File: src/rtl/fifo_rd_stream.sv
`default_nettype none
// ============================================================================
//  Module   : fifo_rd_stream
//  Purpose  : Read-side adapter for the gray-pointer async FIFO. Lives in the
//             FIFO read clock domain. Hides the FIFO's one-cycle registered
//             read latency behind a 2-entry output buffer and presents a
//             valid/ready stream with full throughput and lossless
//             backpressure. Generates m_last from a programmable frame
//             length and keeps beat/frame counters for status registers.
//  Ports    :
//    rd_clk        in   read-domain clock
//    rd_rst        in   synchronous active-high reset
//    fifo_rd_en    out  read request to the FIFO
//    fifo_rd_data  in   FIFO read data (valid the cycle after a read)
//    fifo_rd_empty in   FIFO empty flag
//    m_valid       out  output beat valid
//    m_ready       in   consumer ready
//    m_data        out  output beat data
//    m_last        out  last beat of the current frame
//    frame_len     in   beats per frame, 0 = unframed
//    beats_out     out  completed handshakes (wraps at 2^32)
//    frames_out    out  completed frames (wraps at 2^LEN_WIDTH)
//  Revision : 1.0 - initial release
// ============================================================================
module fifo_rd_stream #(
    parameter int DATA_WIDTH = 32,
    parameter int LEN_WIDTH  = 16
) (
    input  logic                  rd_clk,
    input  logic                  rd_rst,
    output logic                  fifo_rd_en,
    input  logic [DATA_WIDTH-1:0] fifo_rd_data,
    input  logic                  fifo_rd_empty,
    output logic                  m_valid,
    input  logic                  m_ready,
    output logic [DATA_WIDTH-1:0] m_data,
    output logic                  m_last,
    input  logic [LEN_WIDTH-1:0]  frame_len,
    output logic [31:0]           beats_out,
    output logic [LEN_WIDTH-1:0]  frames_out
);

    localparam logic [LEN_WIDTH-1:0] C_LEN_ONE  = LEN_WIDTH'(1);
    localparam logic [LEN_WIDTH-1:0] C_LEN_ZERO = '0;

    // Output buffer: r_head is presented on m_data, r_tail holds the second
    // entry when two words are buffered.
    logic [DATA_WIDTH-1:0] r_head;
    logic [DATA_WIDTH-1:0] r_tail;
    logic [1:0]            r_buf_cnt;
    logic                  r_inflight;

    logic [LEN_WIDTH-1:0]  r_beat_cnt;
    logic [LEN_WIDTH-1:0]  r_len_q;
    logic [LEN_WIDTH-1:0]  r_frames_out;
    logic [31:0]           r_beats_out;

    logic                  w_pop;
    logic                  w_last;
    logic [2:0]            w_committed;

    assign m_valid = (r_buf_cnt != 2'd0);
    assign m_data  = r_head;
    assign w_pop   = m_valid & m_ready;

    // m_last is qualified with m_valid so it is never seen high on an idle bus.
    assign w_last  = m_valid & (r_len_q != C_LEN_ZERO) & (r_beat_cnt == (r_len_q - C_LEN_ONE));
    assign m_last  = w_last;

    // Slots that will be occupied after this edge if no new read is issued.
    // A pop implies buf_cnt >= 1, so the subtraction cannot underflow.
    assign w_committed = {1'b0, r_buf_cnt} + {2'b00, r_inflight} - {2'b00, w_pop};
    assign fifo_rd_en  = ~rd_rst & ~fifo_rd_empty & (w_committed < 3'd2);

    assign beats_out  = r_beats_out;
    assign frames_out = r_frames_out;

    // ------------------------------------------------------------------------
    // Buffer and in-flight tracking
    // ------------------------------------------------------------------------
    always_ff @(posedge rd_clk) begin
        if (rd_rst) begin
            r_head     <= '0;
            r_tail     <= '0;
            r_buf_cnt  <= 2'd0;
            r_inflight <= 1'b0;
        end else begin
            r_inflight <= fifo_rd_en;
            case ({w_pop, r_inflight})
                2'b11: begin
                    // Pop and capture together: occupancy unchanged.
                    if (r_buf_cnt == 2'd2) begin
                        r_head <= r_tail;
                        r_tail <= fifo_rd_data;
                    end else begin
                        r_head <= fifo_rd_data;
                    end
                end
                2'b10: begin
                    r_head    <= r_tail;
                    r_buf_cnt <= r_buf_cnt - 2'd1;
                end
                2'b01: begin
                    if (r_buf_cnt == 2'd0) begin
                        r_head <= fifo_rd_data;
                    end else begin
                        r_tail <= fifo_rd_data;
                    end
                    r_buf_cnt <= r_buf_cnt + 2'd1;
                end
                default: begin
                end
            endcase
        end
    end

    // ------------------------------------------------------------------------
    // Framing and status counters
    // ------------------------------------------------------------------------
    always_ff @(posedge rd_clk) begin
        if (rd_rst) begin
            r_beat_cnt   <= '0;
            r_len_q      <= frame_len;
            r_frames_out <= '0;
            r_beats_out  <= '0;
        end else begin
            if (w_pop) begin
                r_beats_out <= r_beats_out + 32'd1;
                if (w_last) begin
                    r_beat_cnt   <= '0;
                    r_frames_out <= r_frames_out + C_LEN_ONE;
                    r_len_q      <= frame_len;
                end else if (r_len_q != C_LEN_ZERO) begin
                    r_beat_cnt <= r_beat_cnt + C_LEN_ONE;
                end
            end else if ((r_beat_cnt == C_LEN_ZERO) && !m_valid) begin
                // Idle at a frame start: track frame_len so a new length
                // applies to the next frame without waiting for a boundary.
                r_len_q <= frame_len;
            end
        end
    end

endmodule
`default_nettype wire

File: config.mk
export PLATFORM = sky130hd
export DESIGN_NAME = fifo_rd_stream
export DESIGN_NICKNAME = d
export VERILOG_FILES = /design/src/rtl/fifo_rd_stream.sv
export SDC_FILE = /design/constraint.sdc
export NUM_CORES = 1
export LEC_CHECK = 0
export CORE_ASPECT_RATIO = 0.5
export CORE_UTILIZATION = 33
export DETAILED_ROUTE_END_ITERATION = 8
export SLEW_MARGIN = 10
export SYNTH_ARGS = -nofsm -noshare
export SYNTH_HDL_FRONTEND = slang
export SYNTH_SLANG_ARGS = --single-unit
File: constraint.sdc
create_clock -name rd_clk -period 3.8 [get_ports rd_clk]
set_input_delay 0.57 -clock rd_clk [delete_from_list [all_inputs] [get_ports rd_clk]]
set_output_delay 0.57 -clock rd_clk [all_outputs]
set_load 0.05 [all_outputs]
==> run summary <==
Status: finished clean
DR pass1 iterations: 5
Sequential fraction of the synthesis area: 42.50%
Via Count: 6,790
Vias in the first global route: 6,326
R2R setup slack: 540 ps
WS Path Type: register to output pin
Syn Inst Count: 879
CTS tree: yes
Filler Cell Count: 2,154
Pin count of the biggest net entering global routing: 68
Most frequent cells after synthesis: nand2_1, dfxtp_1, nor2_1, a21oi_1, clkbuf_1
DIE WIDTH: 212.4 um
Port bufs: 134
Fraction of layout cells with a size suffix above 1: 8.709%
Arr. time, crit path: 3090 ps
Htree depth: 4
Slew headroom: 29.82%
GRT Total Usage: 17.90%
Syn nets: 942
Nets@finish: 1,049
CTS Sinks: 147
Async SR Flop Fraction: 0%
First-pass GRT wire length: 31,980 um
Critical path buffer and inverter count: 1
Fin. Hold Viols: 0
Core area: 21,680 um^2
DP Wirelength: 13,170 um
Root buf cell: clkbuf_16
Tightest Pin Transition: 1048 ps
Post-route setup slack: 138.9 ps
IO Count: 135
Min Tclk post-route: 3661 ps
Setup TNS: 0 ps
Max incr delay on CP: 610 ps
Hold WC Path Type: register to register
DR iter-0 viols: 375
Final Setup Violations: 0
Largest area contributor in the netlist: dfxtp_1
Final core occ: 44.28%
Initial antenna violation count: 0
CP top delay family: simple AND/OR/NAND/NOR gates
Clock Skews: 7.835 ps
Finished Cell Area: 9600 um^2
Worst-path fanout max: 8
Wire per inst: 15.28 um
Initial Util: 33.67%
Syn. warnings: 0
Post-CTS Hold Buffers: 0
Worst-path clk slew: 60 ps
Pre-CTS setup slack: 237.8 ps
Mean Syn Cell Area: 8.306 um^2
Leakage power: 3.349 nW
Required @ worst endpoint: 3230 ps
WHS: 470.3 ps
Residual DRC: 0
Clock tree buffer depth: 2
Final cell count without fillers: 1,299
Max-cap violation count: 0
CP cell instances: or4_4 > or4_4 > a21boi_2 > o2111ai_2 > or3_4 > nor2_4 > buf_12
Total power: 6.505 mW
Clock latency on the worst-skew pair: 440 ps
Mapped cell area: 7301 um^2
Fin crit share: 96.34%
GP Congestion: 0.8626
Post-route ant nets: 0
Layout area overhead: 31.50%
Die Span Y: 107.2 um
DRT Wirelength: 19,850 um
Slew Limit Fails: 0
Cts bufs inserted: 17
Antenna diode count: 0
Pwr dens: 677.5 nW/um^2
Max Clk Rate: 273.1 MHz
Core Rows: 38
Vias per Instance: 5.227
Number of flops mapped to enable cells by yosys: 16
Register bit count reported by yosys: 147
Share of Yosys cell area claimed by the top area cell type: 35.92%
CP startpoint kind: register
Full die area: 22,760 um^2
Synth top area cells: dfxtp_1, nand2_1, edfxtp_1, a21oi_1, nor2_1
Placed Cells incl. Taps: 1,263
Dpl cell area: 8935 um^2
Crit end category: output pin
GRT overflow: 0
Distinct cells, synth: 62
Top_reg_cell synth: dfxtp_1
VDD IR-drop max: 0.4163 mV
Critical path's slowest cell: or4_4
RSZ-0062 raised after global routing: false
CP dominant cell by count: or4_4
Top-count cell post-synth: nand2_1
==> final cells by class <==
type	instances	area [um^2]	area share, %
inverters	19	71.32	0.7429
clock inverters	13	153.9	1.603
flip-flops and latches	147	3103	32.32
clock buffers	19	464.2	4.835
multi-input cells	645	3909	40.71
repair buffers	156	1524	15.87
well taps	300	375.4	3.910
==> tightest hold or removal path: cells and delay by family (launching register included) <==
family	cells	cell delay (ps)
DFF	1	320
AOI/OAI and AO/OA	1	50
and+or+nand+nor	1	50
==> what timing repair did <==
| action | CTS | global route |
|---|---|---|
| pin swaps | 0 | 1 |
| buffers inserted | 3 | 1 |
| endpoints found under the setup margin | 1 | 1 |
| resized for setup | 3 | 1 |
| hold endpoints to repair | 0 | 0 |
==> cell usage in the layout, fill, tap and decap left out, types with 4 or more instances in the layout <==
cell             count
a21oi_1             87
a221oi_1            32
a311oi_1            33
a31o_2               8
and3_1              19
and4_1               4
buf_4               23
clkbuf_16           18
clkdlybuf4s50_1    131
clkinv_2             5
dfxtp_1            131
edfxtp_1            16
ha_1                 9
inv_1               17
nand2_1            152
nand2b_1             7
nand3_1             18
nand3b_1             4
nand4_1             24
nor2_1              90
nor2b_1              4
nor3_1               5
nor4_1              10
o21ai_0             12
or3_1               11
xnor2_1             27
xor2_1              36
==> where the power goes <==
part | internal, mW | switching [mW] | leakage, nW | total [mW]
registers | 1.84 | 0.199 | 1.22 | 2.04
clock network | 1.08 | 0.683 | 0.304 | 1.77
logic | 0.935 | 1.76 | 1.82 | 2.70
==> path summary, 6_finish.rpt <==
| path | from | cells past startpoint | endpoint |
|---|---|---|---|
| worst max-delay path | r_len_q[3] | 7 | m_last |
| worst min register to register | r_tail[6] | 2 | r_tail[6] |
| worst min-delay path | r_tail[6] | 2 | r_tail[6] |
| worst max register to register | r_len_q[1] | 11 | r_len_q[6] |
==> cell families after synthesis <==
family                     synth area share [%]
and+or+nand+nor                           24.28
AOI/OAI and AO/OA                         18.39
DFF                                       42.50
buffers and inverters                     4.661
xor gates and xnor gates                  7.883
adders and majority gates                 1.988
muxes                                    0.2913
==> flip-flops by register name, summed over array words and instances (netlist names) <==
name	flops
r_len_q	16
beats_out	32
r_buf_cnt	2
m_data	32
r_tail	32
r_inflight	1
r_beat_cnt	16
frames_out	16
==> metal layers <==
metal  up-vias  track usage, %  wire [um]  share of wire [%]
met5         -               0          0                  0
met4         0           4.728        168               0.85
met3        12           4.979        763                3.8
met1      3311           22.31       9197                 46
li1       3335               -          -                  -
met2       132           30.37       9722                 49
Note: power is estimated with default switching activity, not from simulation.
==> edit 1, RTL diff (same settings) <==
Set the parameter `LEN_WIDTH` to 8 (it was 16).
--- a/src/rtl/fifo_rd_stream.sv
+++ b/src/rtl/fifo_rd_stream.sv
@@ -25,5 +25,5 @@
 module fifo_rd_stream #(
     parameter int DATA_WIDTH = 32,
-    parameter int LEN_WIDTH  = 16
+    parameter int LEN_WIDTH  = 8
 ) (
     input  logic                  rd_clk,
Ports: changed (resized frame_len and frames_out); port bits go from 135 to 119. The function was not compared with the original's and may differ.
==> edit 1 against the original RTL <==
- wire length decreased by 20%
- critical path depth increased by 1
- power decreased by 5.8%
- highest routed layer unchanged
- synthesized area decreased by 19%
- sequential power decreased by 14%
- worst setup slack improved by 110 ps
- sequential cell count decreased by 24
- design area decreased by 18%
- largest power group unchanged
==> edit 1: results (changes against the original RTL) <==
Status
  • Status: complete, no violations

Layout
  • FFs & Latches: 123 (-16%)
  • Clock network contribution to total cell area: 7.61% (+1.2 points)
  • NumNets Final: 880 (-16%)
  • Buffers excl. clock: 130 (-17%)
  • Reg area: 2540 µm² (-18%)
  • Multi-input combinational cell area: 3130 µm² (-20%)
  • Data buffer area share: 16.2% (+0.33 points)
  • Fillers: 1689 (-22%)
  • Dominant kind of cell: multi-input gates
  • Fraction of area in multi-input gates: 39.6% (-1.1 points)
  • Share of cells above drive strength 1: 6.80% (-1.9 points)
  • Signal inverters: 13 (-6)
  • Comb_multi_in: 540 (-16%)

GRT
  • Met1 Resource Use GR: 23.0% (+0.74 points)
  • Gr usage total: 17.1% (-0.77 points)
  • Grt met3 use: 3.00% (-2.0 points)
  • Met2 Track Usage GR: 28.1% (-2.3 points)
  • Number of global-route vias before repair: 4903 (-22%)
  • First-pass GRT wire length: 25200 µm (-21%)

Routing
  • Met1 WL: 7780 µm (-15%)
  • Wire length per cell: 14.8 µm (-3.2%)
  • Top layer reached by signal wires: met4
  • Total number of vias: 5552 (-18%)
  • Met3 Routed Length: 574 µm (-25%)
  • Metal2 WL: 7450 µm (-23%)
  • DRT iter0 DRCs: 277 (-26%)
  • Final Routed Wirelength: 15900 µm (-20%)

Power and ir drop
  • Power per cell area: 777 nW/µm² (+15%)
  • LEAKAGE: 2.73 nW (-19%)
  • Peak VDD IR: 0.456 mV (+9.4%)
  • Sw power: 0.00266 W (+0.78%)
  • Flop pwr share: 28.5% (-2.9 points)
  • Part of the power in the clock network: 27.0% (-0.2 points)

Worst setup path
  • Slowest-stage cell, CP: clkdlybuf4s50_1
  • Crit path DAT: 2980 ps (-110 ps)
  • Max stage delay on crit path: 800 ps (+190 ps)
  • Critical path's top delay family: buffers and inverters

Clocking
  • Postcts setup bufs: 0 (-3)
  • Post-CTS Resized: 0 (-3)
  • Clk slew on worst S/H paths: about 70 ps
  • Clk Latency, worst-skew pair: 400 ps (-40 ps)

Yosys
  • Synth Instances: 727 (-17%)
  • Seq/Total Area, Yosys: 43.2% (+0.70 points)
  • Ranking of synthesized cells by area: dfxtp_1 (39%), nand2_1 (9.3%), a21oi_1 (6.8%)
  • Mapped Nets: 782 (-17%)
  • Top cells by count, synth: nand2_1 (146), dfxtp_1 (115), nor2_1 (87), a21oi_1 (80), clkbuf_1 (45)
  • Number of synthesized flops with an enable pin: 8 (-8)
  • Netlist cell types: 48 (-23%)

Timing
  • Slew HR: 52.8% (+23 points)
  • Clock skew: 14.2 ps (+6.34 ps)

Placed design
  • Placed cell area: 7290 µm² (-18%)
  • Port-buffer cells: 118 (-12%)
  • Post-DP HPWL: 10300 µm (-22%)
  • Worst slack, placed: 400 ps (+162 ps)
  • Placed cells: 1040 (-18%)
  • Final GP Congestion: 0.776 (-10%)

Job
  • Max Cap Viol: 0 (unchanged)
edit 1: logic make-up (layout without fill, tap and decap cells):
kind of cell | after synthesis | count (layout) | synth area share (%)
adder cells (fa/ha/maj) | 11 | 11 | 2.47
flip-flops | 123 | 123 | 43.2
multiplexers | 3 | 3 | 0.553
buffers and inverters | 64 | 175 | 4.15
AND/OR/NAND/NOR | 313 | 313 | 23.5
AO/OA/AOI/OAI | 170 | 170 | 19.7
XOR/XNOR | 43 | 43 | 6.40
edit 1: final timing paths:
check | end | cells past startpoint | from | slack, ps
worst min register to register | r_tail[9]$_SDFFE_PP0P_ | 2 | r_tail[9]$_SDFFE_PP0P_ | 470
worst min-delay path | r_tail[9]$_SDFFE_PP0P_ | 2 | r_tail[9]$_SDFFE_PP0P_ | 470
worst max register to register | r_len_q[5]$_DFFE_PP_ | 9 | r_len_q[0]$_DFFE_PP_ | 940
worst max-delay path | m_last | 8 | r_len_q[0]$_DFFE_PP_ | 250
==> edit 2, RTL diff (same settings) <==
Made on the original files. Reset style: asynchronous (`rd_rst`), changed in one clocked block. Comments in the files are not updated.
--- a/src/rtl/fifo_rd_stream.sv
+++ b/src/rtl/fifo_rd_stream.sv
@@ -79,5 +79,5 @@
     // Buffer and in-flight tracking
     // ------------------------------------------------------------------------
-    always_ff @(posedge rd_clk) begin
+    always_ff @(posedge rd_clk or posedge rd_rst) begin
         if (rd_rst) begin
             r_head     <= '0;
Behaviour: differs if rd_rst is asserted again (counterexample within 4 cycles, from zero or initial values and one cycle with rd_rst high); with rd_rst held inactive, the same outputs for 4 cycles.
==> edit 2 against the original RTL <==
- worst setup slack better by 110 ps
- fmax rose by 3.1%
- design area is 5.4% lower
- synthesized area shrank 6.2%
- die area down 6.1%
- sequential cell count unchanged
- clock skew is 2.6 ps higher
- first-iteration DRC count decreased by 35%
- power decreased by 4.8%
- count of clock-buffer cells in the layout fell by 1
- synthesized cell count down 22%
- hold slack improved by 3.1 ps
- wire length is 17% lower
==> edit 2: results (changes against the original RTL) <==
Worst setup path
  • Crit path DAT: 2980 ps (-110 ps)
  • Worst reg2reg path endpoint: frames_out[12]$_SDFFE_PP0P_
  • Max stage delay on crit path: 490 ps (-120 ps)
  • Reg2Reg Launch Point: r_len_q[0]$_DFFE_PP_
  • Cells on worst reg2reg path: 10 (-1)
  • Slowest-stage cell, CP: dfrtp_1

GRT
  • Gr usage total: 16.2% (-1.7 points)
  • Number of global-route vias before repair: 5273 (-17%)
  • Largest net degree at the start of global routing: 53 (-22%)

Yosys
  • Ranking of synthesized cells by area: dfrtp_1 (24%), dfxtp_1 (19%), edfxtp_1 (7.0%)
  • Netlist cell types: 53 (-15%)
  • Top cells by count, synth: nand2_1 (68), dfrtp_1 (67), dfxtp_1 (64), nor2_1 (60), o21ai_0 (41)
  • Seq/Total Area, Yosys: 50.2% (+7.7 points)
  • Mapped Nets: 751 (-20%)

Clocking
  • Postcts setup bufs: 0 (-3)
  • Post-CTS Resized: 0 (-3)
  • Clk Latency, worst-skew pair: 420 ps (-20 ps)

Routing
  • DRT iter0 DRCs: 244 (-35%)
  • Vias per inst: 4.99 (-4.5%)
  • Initial DRT Pass Iterations: 4 (-1)
  • Final Routed Wirelength: 16500 µm (-17%)

Layout
  • Fillers: 1873 (-13%)

Placed design
  • Final GP Congestion: 0.801 (-7.2%)
  • Post-DP HPWL: 11400 µm (-13%)

Status
  • Status: complete, no violations

Timing
  • Fmax: 282 MHz (+3.1%)
  • Slew HR: 31.6% (+1.8 points)

Power and ir drop
  • Peak VDD IR: 0.271 mV (-35%)
  • Int Power: 0.00388 W (+0.37%)
  • LEAKAGE: 3.40 nW (+1.6%)

Hold path
  • Min-Delay Endpoint: m_data[8]$_DFFE_PP0P_
  • Hold_sp: m_data[8]$_DFFE_PP0P_
==> edit 2: cell families after synthesis <==
kind of cell | Yosys count | synth area share, %
buffers and inverters | 51 | 2.89
xor gates and xnor gates | 65 | 8.31
and+or+nand+nor | 248 | 18.6
DFF | 147 | 50.2
muxes | 34 | 5.57
AOI/OAI and AO/OA | 132 | 12.3
adders and majority gates | 11 | 2.12
==> edit 2: routing by layer <==
layer	GRT usage, %	vias up	part of all wire, %
li1	-	2702	-
met1	23.3	2634	50
met2	23.9	114	44
met3	3.60	9	4.4
met4	5.03	0	0.80
met5	0	-	0
==> edit 2: layout make-up <==
| type | count | area share, % |
|---|---|---|
| clock inverters | 14 | 1.49 |
| flip-flops and latches | 147 | 37.9 |
| multi-input cells | 490 | 35.9 |
| inverters | 14 | 0.579 |
| well taps | 266 | 3.66 |
| clock buffers | 18 | 4.84 |
| repair buffers | 145 | 15.7 |
==> edit 2: per-stage QoR <==
step                      area, µm²  std cells  setup slack [ps]  utilization (%)
after global routing           9080       1094              53.9             45.6
final                          9080       1094               250             45.6
after CTS                      9080       1094               193             45.6
after global placement         8510       1062               348             42.7
after detailed placement       8510       1062               315             42.7
after floorplan                6870        688              23.8                -
==> edit 2: critical path: cells and delay by family (launching register included) <==
kind | cells | cell delay (ps)
buffers and inverters | 2 | 340
DFF | 1 | 490
xor gates and xnor gates | 1 | 180
AOI/OAI and AO/OA | 1 | 360
adders and majority gates | 2 | 680
and+or+nand+nor | 2 | 520
==> edit 2: how the worst max path moves through the flow <==
| stage | start | endpoint | slack [ps] | depth (start not counted) |
|---|---|---|---|---|
| floorplan | r_buf_cnt[1]$_DFFE_PP0N_ | fifo_rd_en | 20 | 10 |
| global placement | m_ready | fifo_rd_en | 350 | 9 |
| detailed placement | m_ready | fifo_rd_en | 320 | 9 |
| CTS | r_buf_cnt[1]$_DFFE_PP0N_ | fifo_rd_en | 190 | 8 |
| global route | r_buf_cnt[1]$_DFFE_PP0N_ | fifo_rd_en | 50 | 8 |
| finish | r_buf_cnt[1]$_DFFE_PP0N_ | fifo_rd_en | 250 | 8 |
==> edit 2: power groups by stage <==
stage / Sequential (W) / Clock [W] / Combinational [W]
6_report: 0.00221 / 0.00166 / 0.00232
5_1_grt: 0.00227 / 0.00180 / 0.00253
4_1_cts: 0.00222 / 0.00171 / 0.00234
3_5_place_dp: 0.00225 / 0 / 0.00234
3_3_place_gp: 0.00223 / 0 / 0.00231
2_1_floorplan: 0.00270 / 0 / 0.00114
